<file path="src/rtl/fc_score_accumulator.sv">
// Final-layer score accumulator: sums N_TERMS streamed Q8.8 terms per class on top of a
// per-class bias, with saturation, and presents the IC-entry score vector via valid/ready.
module fc_score_accumulator #(
  parameter int IC      = 10,
  parameter int N_TERMS = 64
) (
  input  logic               clk,
  input  logic               rst_n,
  input  logic signed [15:0] bias_i [0:IC-1],
  input  logic               in_valid_i,
  output logic               in_ready_o,
  input  logic signed [15:0] in_data_i,
  output logic signed [15:0] scores_o [0:IC-1],
  output logic               scores_valid_o,
  input  logic               scores_ready_i,
  output logic               sat_flag_o
);

  localparam int TW = (N_TERMS > 1) ? $clog2(N_TERMS) : 1;
  localparam int CW = (IC > 1) ? $clog2(IC) : 1;
  localparam logic [TW-1:0] T_LAST = TW'(N_TERMS - 1);
  localparam logic [CW-1:0] C_LAST = CW'(IC - 1);

  typedef enum logic [0:0] {ST_ACCUM = 1'b0, ST_HOLD = 1'b1} state_e;

  // Returns {saturated, result}: 17-bit signed add clamped to the Q8.8 range.
  function automatic logic [16:0] sat_add(input logic signed [15:0] a,
                                          input logic signed [15:0] b);
    logic [16:0] sum;
    sum = {a[15], a} + {b[15], b};
    if (sum[16] != sum[15]) begin
      return {1'b1, (sum[16] ? 16'h8000 : 16'h7FFF)};
    end else begin
      return {1'b0, sum[15:0]};
    end
  endfunction

  state_e             state_q, state_d;
  logic [TW-1:0]      t_q, t_d;
  logic [CW-1:0]      c_q, c_d;
  logic signed [15:0] acc_q, acc_d;
  logic               sat_q, sat_d;
  logic signed [15:0] scores_q [0:IC-1];
  logic signed [15:0] scores_d [0:IC-1];
  logic signed [15:0] base_s;
  logic [16:0]        add_s;

  // State, counters, accumulator and score registers.
  always_ff @(posedge clk or negedge rst_n) begin
    if (!rst_n) begin
      state_q <= ST_ACCUM;
      t_q     <= {TW{1'b0}};
      c_q     <= {CW{1'b0}};
      acc_q   <= 16'sd0;
      sat_q   <= 1'b0;
      for (int c = 0; c < IC; c++) begin
        scores_q[c] <= 16'sd0;
      end
    end else begin
      state_q  <= state_d;
      t_q      <= t_d;
      c_q      <= c_d;
      acc_q    <= acc_d;
      sat_q    <= sat_d;
      scores_q <= scores_d;
    end
  end

  // Next-state: the first term of each class seeds from its bias instead of the running sum.
  always_comb begin
    state_d  = state_q;
    t_d      = t_q;
    c_d      = c_q;
    acc_d    = acc_q;
    sat_d    = sat_q;
    scores_d = scores_q;
    base_s   = (t_q == {TW{1'b0}}) ? bias_i[c_q] : acc_q;
    add_s    = sat_add(base_s, in_data_i);
    case (state_q)
      ST_ACCUM: begin
        if (in_valid_i) begin
          acc_d = add_s[15:0];
          if (add_s[16]) begin
            sat_d = 1'b1;
          end else begin
            sat_d = sat_q;
          end
          if (t_q == T_LAST) begin
            scores_d[c_q] = add_s[15:0];
            t_d           = {TW{1'b0}};
            if (c_q == C_LAST) begin
              c_d     = {CW{1'b0}};
              state_d = ST_HOLD;
            end else begin
              c_d     = c_q + {{(CW-1){1'b0}}, 1'b1};
            end
          end else begin
            t_d = t_q + {{(TW-1){1'b0}}, 1'b1};
          end
        end else begin
          state_d = ST_ACCUM;
        end
      end
      ST_HOLD: begin
        if (scores_ready_i) begin
          state_d = ST_ACCUM;
          sat_d   = 1'b0;
        end else begin
          state_d = ST_HOLD;
        end
      end
      default: begin
        state_d = ST_ACCUM;
      end
    endcase
  end

  assign in_ready_o     = (state_q == ST_ACCUM);
  assign scores_valid_o = (state_q == ST_HOLD);
  assign sat_flag_o     = sat_q;
  assign scores_o       = scores_q;

endmodule

</file>
<file path="config.mk">
export PLATFORM = sky130hd
export DESIGN_NAME = fc_score_accumulator
export DESIGN_NICKNAME = d
export VERILOG_FILES = /design/src/rtl/fc_score_accumulator.sv
export SDC_FILE = /design/constraint.sdc
export NUM_CORES = 1
export LEC_CHECK = 0
export CORE_MARGIN = 4
export CORE_UTILIZATION = 25
export DETAILED_ROUTE_END_ITERATION = 10
export GPL_TIMING_DRIVEN = 0
export SYNTH_ARGS = -nofsm -noshare
export SYNTH_HDL_FRONTEND = slang
export SYNTH_SLANG_ARGS = --single-unit
</file>
<file path="constraint.sdc">
create_clock -name clk -period 4.9 [get_ports clk]
set_clock_uncertainty 0.15 [all_clocks]
set_input_delay 0.98 -clock clk [delete_from_list [all_inputs] [get_ports clk]]
set_output_delay 0.98 -clock clk [all_outputs]
set_load 0.02 [all_outputs]
</file>
==> results of run 1 <==
-- synthesized netlist by cell type (3+ instances only) --
library cell,count,area (sq um)
dfrtp_1,188,4700
nor2_1,160,601
a21oi_1,110,551
nand2_1,67,251
o21ai_0,56,280
a31oi_1,47,294
buf_2,42,210
mux4_2,32,721
clkbuf_1,26,97.6
ha_1,20,250
a221oi_1,15,131
a22o_1,15,131
inv_1,10,37.5
a21o_1,9,67.6
xnor2_1,8,70.1
nand4_1,7,43.8
nor2b_1,7,43.8
a22oi_1,6,45.0
nand2b_1,6,37.5
buf_4,4,30.0
mux2i_1,4,40.0
nand3_1,4,20.0
nor4_4,4,85.1
xor2_1,4,35.0
a32oi_1,3,26.3
buf_6,3,33.8
nor3_1,3,15.0
nor3_2,3,30.0
-- critical path, cell delays in order --
cell             delay, ps
clkdlybuf4s50_1        460
mux4_2                 480
a22o_1                 270
a221oi_2               200
o21ai_1                140
ha_4                   360
nand2_2                130
a2111oi_4              460
o41ai_2                160
xnor2_2                180
ha_4                   330
buf_6                  130
nor2b_4                 40
a31oi_1                220
nand3b_1               170
a21oi_4                180
buf_6                  130
buf_12                 140
a21oi_2                 60
-- kinds of logic after synthesis --
family          after synthesis
compound gates              283
mux                          37
xor+xnor                     12
flops                       188
simple gates                277
fa+ha+maj                    21
buf+inv                      87
-- power by group through the flow --
stage                     sequential [mW]  combinational (mW)  clock [mW]
after floorplan                      1.78                2.64           0
after global placement               1.79                5.23           0
after detailed placement             1.79                5.26           0
after CTS                            1.76                9.19        1.46
after global routing                 1.78                11.8        1.53
final                                1.76                11.4        1.43
-- layout by cell type, fill, tap and decap left out, types with 7 or more instances in the layout --
| master | netlist | final |
|---|---|---|
| clkdlybuf4s50_1 | 0 | 304 |
| dfrtp_1 | 188 | 186 |
| nor2_1 | 160 | 155 |
| buf_4 | 4 | 70 |
| a21oi_1 | 110 | 70 |
| nand2_1 | 67 | 64 |
| a31oi_1 | 47 | 46 |
| a21oi_2 | 2 | 33 |
| mux4_2 | 32 | 32 |
| o21ai_0 | 56 | 29 |
| buf_6 | 3 | 25 |
| buf_2 | 42 | 20 |
| dlymetal6s2s_1 | 0 | 20 |
| clkbuf_16 | 0 | 19 |
| buf_12 | 0 | 17 |
| o21ai_2 | 0 | 15 |
| o21ai_1 | 1 | 13 |
| dlygate4sd2_1 | 0 | 13 |
| clkbuf_1 | 26 | 12 |
| a22o_1 | 15 | 11 |
| ha_1 | 20 | 11 |
| clkbuf_2 | 0 | 10 |
| inv_1 | 10 | 9 |
| a21o_1 | 9 | 9 |
| a21oi_4 | 0 | 9 |
| a221oi_2 | 0 | 8 |
| nand4_1 | 7 | 7 |
| xnor2_1 | 8 | 7 |
| ha_4 | 0 | 7 |
-- what timing repair did --
| action | in CTS | in global routing |
|---|---|---|
| setup buffers | 54 | 24 |
| setup endpoints to repair | 177 | 171 |
| gates cloned | 11 | 4 |
| pin swaps | 48 | 52 |
| resized for setup | 203 | 151 |
| hold buffers | 0 | 0 |
-- cell type report --
cell class / count / area share (%)
clock buffers: 17 / 2.68
diodes: 1 / 0.0158
well taps: 468 / 3.69
repair buffers: 432 / 27.5
flip-flops and latches: 188 / 29.7
plain buffers: 74 / 3.95
clock inverters: 15 / 1.08
multi-input cells: 630 / 31.0
inverters: 11 / 0.339
-- final timing paths --
| kind | from | endpoint | slack [ps] | cells after the start |
|---|---|---|---|---|
| max in group asynchronous | rst_n | acc_q[14] | 3260 | 2 |
| max | bias_i[150] | scores_o[151] | -170 | 19 |
| min in group clk | scores_o[8] | scores_o[8] | 330 | 2 |
| min reg2reg | scores_o[8] | scores_o[8] | 330 | 2 |
| max reg2reg | c_q[2] | scores_o[151] | -70 | 22 |
| min | rst_n | scores_o[127] | 330 | 1 |
-- registers in the layout (all words and copies together), names as in the netlist --
signal          cells
scores_o          160
acc_q              16
t_q                 6
c_q                 4
sat_flag_o          1
scores_valid_o      1
-- layer usage --
metal	track usage (%)	wire, um	vias up
met5	0	0	-
met4	5.73	1080	0
met3	3.73	1850	56
met2	34.2	21700	311
met1	27.0	19200	4643
li1	-	-	4174
==> flow_summary.json, run 1 <==
{
  "nets": 1555,
  "yosysWarnings": 0,
  "hold_ws_ps": 326,
  "violations": "setup timing",
  "maxCapViolations": 0,
  "drt_iter0_markers": 607,
  "synth-seq-cells": 188,
  "p_sw_mw": 7.15,
  "netlist_area_sq_mm": 0.00927,
  "dieArea_sq_mm": 0.0402,
  "utilization_pct": 43.3,
  "run_status": "complete, but fails checks",
  "dpl.cell_count": 1716,
  "dpl.hpwl_mm": 29.7,
  "synthCells": 905,
  "critPathRequiredTime_ps": 5050,
  "grt_max_degree": 124,
  "synth_simple_gate_area_share_pct": 13.9,
  "grt_pass1_vias": 9121,
  "total_power_mw": 14.6,
  "hp-class": "primary input to asynchronous set/reset pin",
  "die_y_um": 201,
  "cts_tree": "yes",
  "fill_cells": 3451,
  "ys_seq_area_share_pct": 50.8,
  "synth-async-reset-ratio_pct": 100,
  "hold_viol_final": 0,
  "p_per_area_mw_per_mm2": 920,
  "p_leak_nw": 6.86,
  "fin_crit_ps": 5070,
  "path_class": "primary input to flip-flop",
  "synth_top_family_by_area": "compound AO/OA/AOI/OAI gates",
  "fin_tns_setup_ps": -2620,
  "synthFlopType": "dfrtp_1",
  "numCtsBuffers": 17,
  "yosysUniqueCellTypes": 60,
  "layout-drive-gt1-share_pct": 26.1,
  "post-place-ws_ps": -1590,
  "crit_path_end_kind": "flip-flop",
  "multi_input_area_sq_mm": 0.00492,
  "internal-power_mw": 7.44,
  "gr-usage-all-layers_pct": 20.3,
  "initial_core_util_pct": 25.3,
  "ir_drop_v": 0.00105,
  "rows": 70,
  "max_freq_mhz": 197,
  "wl_per_cell_um": 23.8,
  "seq_area_sq_mm": 0.00471,
  "clock-sinks": 188,
  "num_io_pins": 343,
  "cp-start-kind": "primary input",
  "fin_ws_ps": -168,
  "yosys-mux-area-fraction_pct": 8.33,
  "pwr-share-seq_pct": 12.1,
  "finalWeightedCongestion": 0.891,
  "fin_crit_sh_pct": 103,
  "final_cells": 1836,
  "synth_fa_ha_area_share_pct": 2.92,
  "clk_pin_slew_ps": 70,
  "antenna_found_initial": 1,
  "rsz0062_at_grt": "true",
  "dr_total_vias": 9184,
  "portBuffers": 342,
  "worstPathArrival_ps": 5220,
  "placed_area_sq_mm": 0.0133,
  "root_buffer": "clkbuf_16",
  "finalMaxSlewViolations": 0,
  "pwr-share-clk_pct": 9.8,
  "clkLatencyLatePin_ps": 440,
  "drc": 0,
  "setup_viol": 54,
  "area_delta_synth_final_pct": 71.1,
  "clk_path_buf_depth": 2,
  "ctsHtreeMaxLevel": 4,
  "grt_pass1_wl_mm": 61.3,
  "slew_headroom_pct": 53.9,
  "first_pass_iters": 5,
  "worst_pin_slew_ps": 692,
  "synth_compound_area_share_pct": 18.5,
  "design_area_sq_mm": 0.0159,
  "synth.avg_cell_area_sq_um": 10.2,
  "cp_max_fo": 5,
  "p_sw_share_pct": 49.0,
  "syn_nets": 1106,
  "vias_per_cell": 5.00,
  "antenna_left": 0,
  "gr-total-overflow": 0,
  "synth_xor_area_share_pct": 1.13,
  "synth_edf_count": 0,
  "die_w_um": 201,
  "core_sq_mm": 0.0366,
  "combPwrFrac_pct": 78.1,
  "finalWirelength_mm": 43.8
}
Note: power is estimated with default switching activity, not from simulation.
==> inputs of run 2 (changes only) <==
--- a/config.mk
+++ b/config.mk
@@ -9,6 +9,7 @@
 export CORE_UTILIZATION = 25
 export DETAILED_ROUTE_END_ITERATION = 10
 export GPL_TIMING_DRIVEN = 0
+export SLEW_MARGIN = 20
 export SYNTH_ARGS = -nofsm -noshare
 export SYNTH_HDL_FRONTEND = slang
 export SYNTH_SLANG_ARGS = --single-unit
==> flow_summary.json, run 2 (same netlist as run 1, synthesis figures left out) <==
{
  "run_status": "complete, but fails checks",
  "violations": "setup timing",
  "finalWeightedCongestion": 0.891,
  "hold_viol_final": 0,
  "cp-start-kind": "primary input",
  "hold_buffers": 0,
  "clk_path_buf_depth": 2,
  "vias_per_cell": 5.00,
  "ir_drop_v": 0.000916,
  "layout-drive-gt1-share_pct": 22.8,
  "setup_viol": 158,
  "hp-class": "primary input to asynchronous set/reset pin",
  "portBuffers": 342,
  "antenna_left": 0,
  "die_w_um": 201,
  "first_pass_iters": 5,
  "dpl.hpwl_mm": 30.0,
  "area_delta_synth_final_pct": 68.0,
  "post-place-ws_ps": -1510,
  "mostFrequentLayoutCells": "clkdlybuf4s50_1, dfrtp_1, nor2_1",
  "multi_input_area_sq_mm": 0.00471,
  "crit_path_end_kind": "flip-flop",
  "layout_commonest_cell": "clkdlybuf4s50_1",
  "placed_area_sq_mm": 0.0133,
  "clk_pin_slew_ps": 80,
  "finalMaxSlewViolations": 0,
  "grt_pass1_vias": 9020,
  "core_sq_mm": 0.0366,
  "fin_ws_ps": -179,
  "antenna_found_initial": 3,
  "grtUsageMet3_pct": 3.38,
  "p_leak_nw": 6.90,
  "use_met1_pct": 27.4,
  "path_class": "primary input to flip-flop",
  "maxCapViolations": 0,
  "drt_iter0_markers": 660,
  "worst_pin_slew_ps": 569,
  "slew_headroom_pct": 61.9,
  "busiest_layer": "met2",
  "die_y_um": 201,
  "fin_tns_setup_ps": -13580,
  "critPathRequiredTime_ps": 5080,
  "root_buffer": "clkbuf_16",
  "worstPathArrival_ps": 5250,
  "cp_max_fo": 5,
  "r2r_cells": 18,
  "grt_pass1_wl_mm": 60.7,
  "seq_area_sq_mm": 0.00471,
  "rsz0062_at_grt": "true",
  "design_area_sq_mm": 0.0156,
  "fin_crit_sh_pct": 104,
  "largest_register_ffs": 160,
  "ctsHtreeMaxLevel": 4,
  "grtUsageMet2_pct": 33.0,
  "grt_max_degree": 67,
  "p_per_area_mw_per_mm2": 862,
  "fill_cells": 3501,
  "clock-sinks": 188,
  "hold_ws_ps": 316,
  "drc": 0,
  "wl_per_cell_um": 23.7,
  "fin_crit_ps": 5080,
  "gr-usage-all-layers_pct": 20.0,
  "dieArea_sq_mm": 0.0402,
  "finalWirelength_mm": 43.2,
  "max_freq_mhz": 197,
  "initial_core_util_pct": 25.3,
  "dr_total_vias": 9113,
  "numCtsBuffers": 17,
  "rows": 70,
  "gr-total-overflow": 0,
  "clkLatencyLatePin_ps": 440,
  "num_io_pins": 343,
  "total_power_mw": 13.4,
  "cts_tree": "yes",
  "nets": 1541
}
run 2: repair_timing:
item                                    CTS  global route
buffers inserted                         31            30
cloned                                    9             5
pin swaps                                46            48
resized for setup                       152           157
endpoints found under the setup margin  177           177
run 2: area by class of cell:
| class | instances | area share (%) |
|---|---|---|
| clock inverters | 15 | 1.17 |
| well taps | 468 | 3.76 |
| plain buffers | 74 | 4.21 |
| clock buffers | 17 | 2.73 |
| inverters | 11 | 0.346 |
| repair buffers | 418 | 27.2 |
| multi-input cells | 630 | 30.2 |
| diodes | 3 | 0.0482 |
| flip-flops and latches | 188 | 30.2 |
run 2: path summary, 6_finish.rpt:
check / from / to / slack (ps)
hold / removal: rst_n / scores_o[127] / 320
hold reg to reg: acc_q[13] / acc_q[13] / 330
setup / recovery: bias_i[114] / scores_o[55] / -180
setup reg to reg: c_q[0] / scores_o[55] / -110
max in group asynchronous: rst_n / c_q[3] / 3570
min in group clk: acc_q[13] / acc_q[13] / 330
run 2: worst max-delay path, stage by stage:
cell             delay (ps)
clkdlybuf4s50_1         390
mux4_2                  490
a22o_4                  270
a221oi_4                210
o21ai_2                 130
ha_4                    340
nand4_1                 210
a2111oi_4               580
o41ai_4                 160
xnor2_2                 190
ha_4                    320
buf_8                   120
nor3_4                   40
a31oi_1                 140
nand3b_1                140
a21oi_4                 280
buf_6                   210
a21oi_2                  60
run 2: metal layers:
layer / part of all wire (%) / vias to the layer above
met5: 0 / -
met4: 2.4 / 0
met3: 4.4 / 50
met2: 49 / 293
met1: 44 / 4627
li1: - / 4143
run 2: per-stage QoR:
step                util, %  cells
floorplan                 -    905
global placement       36.3   1715
detailed placement     36.4   1717
CTS                    40.6   1788
global route           42.5   1824
finish                 42.5   1824
run 2: report_power, final:
group          total (mW)  switching (mW)  internal, mW
Combinational        10.2            5.93          4.29
Clock                1.43           0.730         0.699
Sequential           1.76          0.0946          1.67
Total                13.4            6.76          6.66
